[src/rtl/enc_gray_arb.sv]
// Round-robin arbiter (with burst lock) feeding one shared binary-to-Gray converter.
// One cycle latency to the registered output; req_ready drops while the output register is full and not draining.
module enc_gray_arb #(
  parameter int NREQ  = 4,
  parameter int WIDTH = 10,
  parameter int IDW   = 2
) (
  input  logic                  clk,
  input  logic                  rst_n,
  input  logic [NREQ-1:0]       req_valid,
  input  logic [NREQ-1:0]       req_lock,
  input  logic [NREQ*WIDTH-1:0] req_bin,
  output logic [NREQ-1:0]       req_ready,
  output logic                  out_valid,
  input  logic                  out_ready,
  output logic [WIDTH-1:0]      out_gray,
  output logic [IDW-1:0]        out_id
);

  typedef enum logic {ARB, LOCK} state_t;

  state_t           state, state_nxt;
  logic [IDW-1:0]   ptr, ptr_nxt;
  logic [IDW-1:0]   owner, owner_nxt;
  logic             accept;
  logic             gnt_vld;
  logic [IDW-1:0]   gnt_id;
  logic             xfer;
  logic [WIDTH-1:0] gnt_bin;

  assign accept = !out_valid || out_ready;

  // Descending scan so the requester closest to the pointer is the last (winning) assignment.
  always_comb begin
    gnt_vld = 1'b0;
    gnt_id  = '0;
    if (state == LOCK) begin
      gnt_vld = req_valid[owner];
      gnt_id  = owner;
    end else begin
      for (int k = NREQ - 1; k >= 0; k--) begin
        if (req_valid[(int'(ptr) + k) % NREQ]) begin
          gnt_vld = 1'b1;
          gnt_id  = IDW'((int'(ptr) + k) % NREQ);
        end
      end
    end
  end

  always_comb begin
    req_ready = '0;
    xfer      = rst_n && accept && gnt_vld;
    if (xfer) req_ready[gnt_id] = 1'b1;
  end

  assign gnt_bin = req_bin[int'(gnt_id)*WIDTH +: WIDTH];

  always_comb begin
    state_nxt = state;
    ptr_nxt   = ptr;
    owner_nxt = owner;
    case (state)
      ARB: begin
        if (xfer) begin
          ptr_nxt = (gnt_id == IDW'(NREQ - 1)) ? '0 : gnt_id + 1'b1;
          if (req_lock[gnt_id]) begin
            state_nxt = LOCK;
            owner_nxt = gnt_id;
          end
        end
      end
      LOCK: begin
        // Owner giving up valid abandons the burst; the pointer already sits past the owner.
        if (!req_valid[owner]) state_nxt = ARB;
        else if (xfer && !req_lock[owner]) state_nxt = ARB;
      end
      default: state_nxt = ARB;
    endcase
  end

  always_ff @(posedge clk or negedge rst_n) begin
    if (!rst_n) begin
      state <= ARB;
      ptr   <= '0;
      owner <= '0;
    end else begin
      state <= state_nxt;
      ptr   <= ptr_nxt;
      owner <= owner_nxt;
    end
  end

  always_ff @(posedge clk or negedge rst_n) begin
    if (!rst_n) begin
      out_valid <= 1'b0;
      out_gray  <= '0;
      out_id    <= '0;
    end else if (xfer) begin
      out_valid <= 1'b1;
      out_gray  <= gnt_bin ^ (gnt_bin >> 1);
      out_id    <= gnt_id;
    end else if (out_ready) begin
      out_valid <= 1'b0;
    end
  end

endmodule

[config.mk]
export PLATFORM = sky130hd
export DESIGN_NAME = enc_gray_arb
export DESIGN_NICKNAME = d
export VERILOG_FILES = /design/src/rtl/enc_gray_arb.sv
export SDC_FILE = /design/constraint.sdc
export NUM_CORES = 1
export LEC_CHECK = 0
export ABC_CLOCK_PERIOD_IN_PS = 2200
export CORE_ASPECT_RATIO = 0.5
export CORE_MARGIN = 2
export CORE_UTILIZATION = 43
export CTS_CLUSTER_DIAMETER = 50
export DETAILED_ROUTE_END_ITERATION = 16
export GPL_ROUTABILITY_DRIVEN = 0
export GPL_TIMING_DRIVEN = 0
export PLACE_DENSITY = 0.91
export RECOVER_POWER = 50
export SYNTH_ARGS = -nofsm -noshare
export SYNTH_HDL_FRONTEND = slang
export SYNTH_SLANG_ARGS = --single-unit
[constraint.sdc]
create_clock -name clk -period 2.2 [get_ports clk]
set_input_delay 0.22 -clock clk [delete_from_list [all_inputs] [get_ports clk]]
set_output_delay 0.22 -clock clk [all_outputs]
set_load 0.01 [all_outputs]
Word level (Yosys, flattened, before mapping) --
Index checks and enable logic that the tools add are counted.
Storage, ports and cells: bits in registers 18, input port bits 51, output and inout bits 17, logic and storage cells 76
Operators by class: add/subtract/negate cells 4, $mul 1, order comparisons 7, equality and inequality tests 1, shifts and indexed selects 1, mux-type cells 38, bitwise gates (word level) 5, reductions and logical operators 13
Operators by type and width (number):
- $shiftx A40 B7 Y10 | 1
- $mux W1 | 22
- $bmux W1 S2 | 7
- $lt A3 B4 Y1 const B | 3
- $mux W2 | 6
- $xor A10 B9 Y10 | 1
- $lt A2 B3 Y1 const B | 3
- $reduce_or A2 Y1 | 3
- $mul A2 B3 Y5 const B | 1
- $add A2 B1 Y2 const B | 2
- $add A2 B2 Y2 const B | 2
- $logic_and A1 B1 Y1 | 4
- $mux W4 | 1
- $and A1 B1 Y1 const A | 3
- $reduce_and A3 Y1 | 1
- $demux W1 S2 | 1
- $eq A2 B2 Y1 const B | 1
- $ge A2 B1 Y1 const B | 1
- $logic_not A1 Y1 | 2
- $pmux W1 S2 | 1
- $reduce_and A2 Y1 | 1
- $reduce_bool A2 Y1 | 1
- $logic_or A1 B1 Y1 | 1
- $not A1 Y1 | 1

Depth between registers and ports, before layout --
word-level depth 16, mapped depth 9, mapped depth without buffers 7

Least setup slack after synthesis --
Ideal clock, no wire load.
path type register to output, start reg ptr[0], end out req_ready[2], data arrival time 1.835 ns, data required time 1.980 ns, slack 0.145 ns, cell stages (with the launch flop) 9, path buffers 2, cells stage by stage dfrtp_1 > buf_2 > and3_1 > a211o_1 > a32oi_4 > buf_4 > inv_1 > ha_1 > and2_1
Between the ends: cells in the longest elaborated chain, start to end 14, elaborated cells on any way between the ends 31, those cells by class add/sub: 3; order compare: 2; mux: 24; reduce/logical: 2
RTL lines:
- start: declaration | line 23 | logic [IDW-1:0] ptr, ptr_nxt;
- start signal: assignment | line 88 | ptr <= ptr_nxt;
- $add A2 B2 Y2 | line 42, 44
- $bmux W1 S2 | line 42 | if (req_valid[(int'(ptr) + k) % NREQ]) begin
- $mux W1 (not written as such) (2 in a row) | line 42
- $mux W2 (3 in a row) | line 42
- $mux W2 (*) | line 42
- $mux W2 (*) | line 37 | if (state == LOCK) begin
- net gnt_id[1] | line 27 | logic [IDW-1:0] gnt_id;
- $lt A2 B3 Y1 (not written as such) or $ge A2 B1 Y1 (tied branches) | line 53 | if (xfer) req_ready[gnt_id] = 1'b1;
- $logic_and A1 B1 Y1 (not written as such) | line 53
- $mux W1 (not written as such) | line 53
- $demux W1 S2 (*) | line 53
- $mux W4 (*) | line 53
- end: declaration | line 13 | output logic [NREQ-1:0] req_ready,
Mark *: on every way through the listed nets, which the timed path passes. The rest lies on a longest branch. The select of a mux whose other input is x is not followed.

Final worst setup path --
start reg ptr[1], end out req_ready[3]
Same word-level chain as after synthesis.

==> results.md <==
- Vias per std cell: 5.80
- Yosys warns: 0
- Crit path buffers/inverters: 3
- RSZ-0062 raised after global routing: yes
- Period minus WS final: approximately 2.3 ns
- Storage cell area: 455 um^2
- Critical path class: reg -> out
- Area share of and/or/nand/nor cells after synthesis: between 15 and 20%
- Grt ovf: 0
- Post-Synth XOR/XNOR Area: 19.3%
- CP delay by family, top: compound AO/OA/AOI/OAI gates
- Total GRT Usage: 28.1%
- Largest family of logic cells by synthesized area: compound AO/OA/AOI/OAI gates
- Max Clock Freq: 0.440 GHz
- Final-report setup violation count: 4
- Worst Clk Skew: 0.00836 ns
- Area share of fa/ha/maj cells after synthesis: 3.07%
- Worst Max-Slew Pin Slew: 0.565 ns
- Compound-Gate Fraction of Synth Area: 22.8%
- Total CTS buffers: 3
- Multi-input logic area: 1250 um^2
- DRC violations left: 0
- Antenna diodes: 0
- Layout Cells excl Fill: 326
- Clock transition at path regs: 0.08 ns
- EDFF count, synth: 0
- Crit path capture type: output port
- Dpl cells: 306
- Status: finished, violations left
- Post-synth top flop: dfrtp_1
- P per Cell Area: 1180 nW/um^2
- Cells along the critical path: and3_4 > a211o_1 > a32oi_4 > buf_6 > inv_2 > ha_2 > and2_1 > buf_2
- Syn Area/Cell: 8.69 um^2
- Fin. Hold Viols: 10
- PortBufs: 67
- IO Count: 68
- CP peak stage delay: 0.46 ns
- Post-Syn Nets: 243
- DR WL/cell: roughly 19 um
- Final Cycle Share: 103%
- CTS max path bufs: 2
- First-pass GRT wire length: 9.21 mm
- P&R area growth vs syn: 66.8%
- Synth area leaders: dfrtp_1 (28%), xnor2_1 (9.7%), xor2_1 (9.7%)
- Post-synthesis cell area: 1630 um^2
- Std-Cell Core Area: around 3500 um^2
- Setup TNS: -0.178 ns
- FFs w/ async S/R, synth: 100%
- Peak VDD IR: 0.000473 V
- CTS root buf: clkbuf_8
- Most frequent cells in the layout: clkdlybuf4s50_1 (52), nand2_1 (25), xor2_1 (18), xnor2_1 (18), o211ai_1 (18)
- Commonest non-fill, non-tap cell in the layout: clkdlybuf4s50_1
- Post-synthesis mux area share: 5.59%
- Crit path max-delay cell type: dfrtp_2
- CTS tree: yes
- #FFs+latches synth: 18
- HPWL Detailed: between 3 and 4 mm
- Die Area: 4340 um^2
- Die span in y: 47.6 um
- Number of global-route vias before repair: 1838
- Post-synthesis cell count: 188
- Maximum level of the CTS H-tree: 1
- First-pass iteration count of the detailed router: 4
- Final worst slack: -0.0710 ns
- Initial core utilization: 46.3%
- Hold buffer count at CTS: 0
- Worst EP required: about 2 ns
- Top cell type by total area after synthesis: dfrtp_1
- Fillers: between 200 and 250
- Max Slew Vio Count: 0
- Leakage power total: 1.09 nW
- Final wirelength: 6.13 mm
- Data arrival, critical path: 2.05 ns
- Initial antenna violation count: 0
- Largest net degree at the start of global routing: 20
- Antenna-violating nets left: 0
- # rows: 15
- Distinct cells, synth: 39
- Later-pin clock latency in the skew report: roughly 0.27 ns
- Seq/Total Area, Yosys: 27.6%
- Fraction of layout cells with a size suffix above 1: 25.1%
- First DRT Iteration DRCs: approximately 140
- Startpoint Class: flip-flop
- Relative slew margins: between 60 and 70%
- Clk sinks: 18
- Top-area cell type share of the netlist area: approximately 28%
- Hold Slack: -0.00797 ns
- Worst Hold Class: in -> async
- Pre-CTS worst setup slack: -0.919 ns
- Die Width: roughly 91 um
- Violated checks: negative hold slack, negative setup slack
- Vias: 1892
- Nets@finish: 331
- Maximum fanout along the worst path: 8
- Max-cap viol count: 0
==> per-layer routing <==
layer,global-route usage [%],vias to the layer above,share of wire (%)
li1,-,841,-
met1,32.1,936,39
met2,54.1,94,50
met3,5.20,21,7.5
met4,14.2,0,3.1
met5,0,-,0
==> cell usage after synthesis (2+ instances only) <==
| master | n |
|---|---|
| o211ai_1 | 18 |
| inv_1 | 6 |
| a211o_1 | 2 |
| nor3_1 | 2 |
| buf_2 | 6 |
| nor2_1 | 14 |
| xnor2_1 | 18 |
| dfrtp_1 | 18 |
| o21ai_0 | 5 |
| mux4_2 | 2 |
| buf_4 | 3 |
| and2_1 | 6 |
| a31oi_1 | 9 |
| nand2b_1 | 3 |
| a21oi_1 | 4 |
| nand3_1 | 2 |
| mux2i_1 | 2 |
| ha_1 | 4 |
| xor2_1 | 18 |
| nand2_1 | 26 |
| and3b_1 | 2 |
==> through the flow <==
step	hold WS, ns	total power, mW	util [%]	cell area [um^2]
CTS	0.00875	2.94	74.5	2630
floorplan	-0.0756	1.61	-	1630
finish	-0.00797	3.22	77.2	2720
global placement	0.488	2.19	67.1	2370
global route	0.0288	3.39	77.2	2720
detailed placement	0.505	2.26	67.1	2370
==> worst paths after layout <==
kind | startpoint | end | slack, ns | cells after the start
worst max register to register | ptr[1] | out_gray[9] | 0.03 | 7
max in group asynchronous | rst_n | state | 1.84 | 1
worst min-delay path | rst_n | out_gray[5] | -0.008 | 1
worst max-delay path | ptr[1] | req_ready[3] | -0.07 | 8
min in group clk | out_id[0] | out_id[0] | 0.52 | 1
worst min register to register | out_id[0] | out_id[0] | 0.52 | 1
==> registers in the layout, indices dropped and copies added, names as in the netlist <==
name       flops
state          1
out_gray      10
owner          2
ptr            2
out_valid      1
out_id         2
==> logic make-up after synthesis <==
group           count (synthesis)
xor+xnor                       36
flops                          18
compound gates                 49
mux                             6
fa+ha+maj                       4
buf+inv                        15
simple gates                   60
==> layout make-up <==
| cell class | count | share of cell area [%] |
|---|---|---|
| Multi-Input combinational cell | 155 | 46.0 |
| Timing Repair Buffer | 84 | 29.4 |
| Sequential cell | 18 | 16.7 |
| Buffer | 8 | 2.66 |
| Tap cell | 51 | 2.34 |
| Clock buffer | 4 | 2.02 |
| Inverter | 6 | 0.827 |
==> report_power, final <==
group	leakage (nW)	total [mW]	internal, mW	switching (mW)
registers	0.204	0.648	0.494	0.153
logic	0.863	2.29	1.13	1.16
clock network	0.0288	0.286	0.160	0.126
total	1.09	3.22	1.79	1.44
==> timing repair <==
action,CTS,global route
pin swaps,9,9
buffers inserted,14,3
endpoints found under the setup margin,13,6
resized for setup,57,15
cloned,0,0
Note: power is estimated with default switching activity, not from simulation.
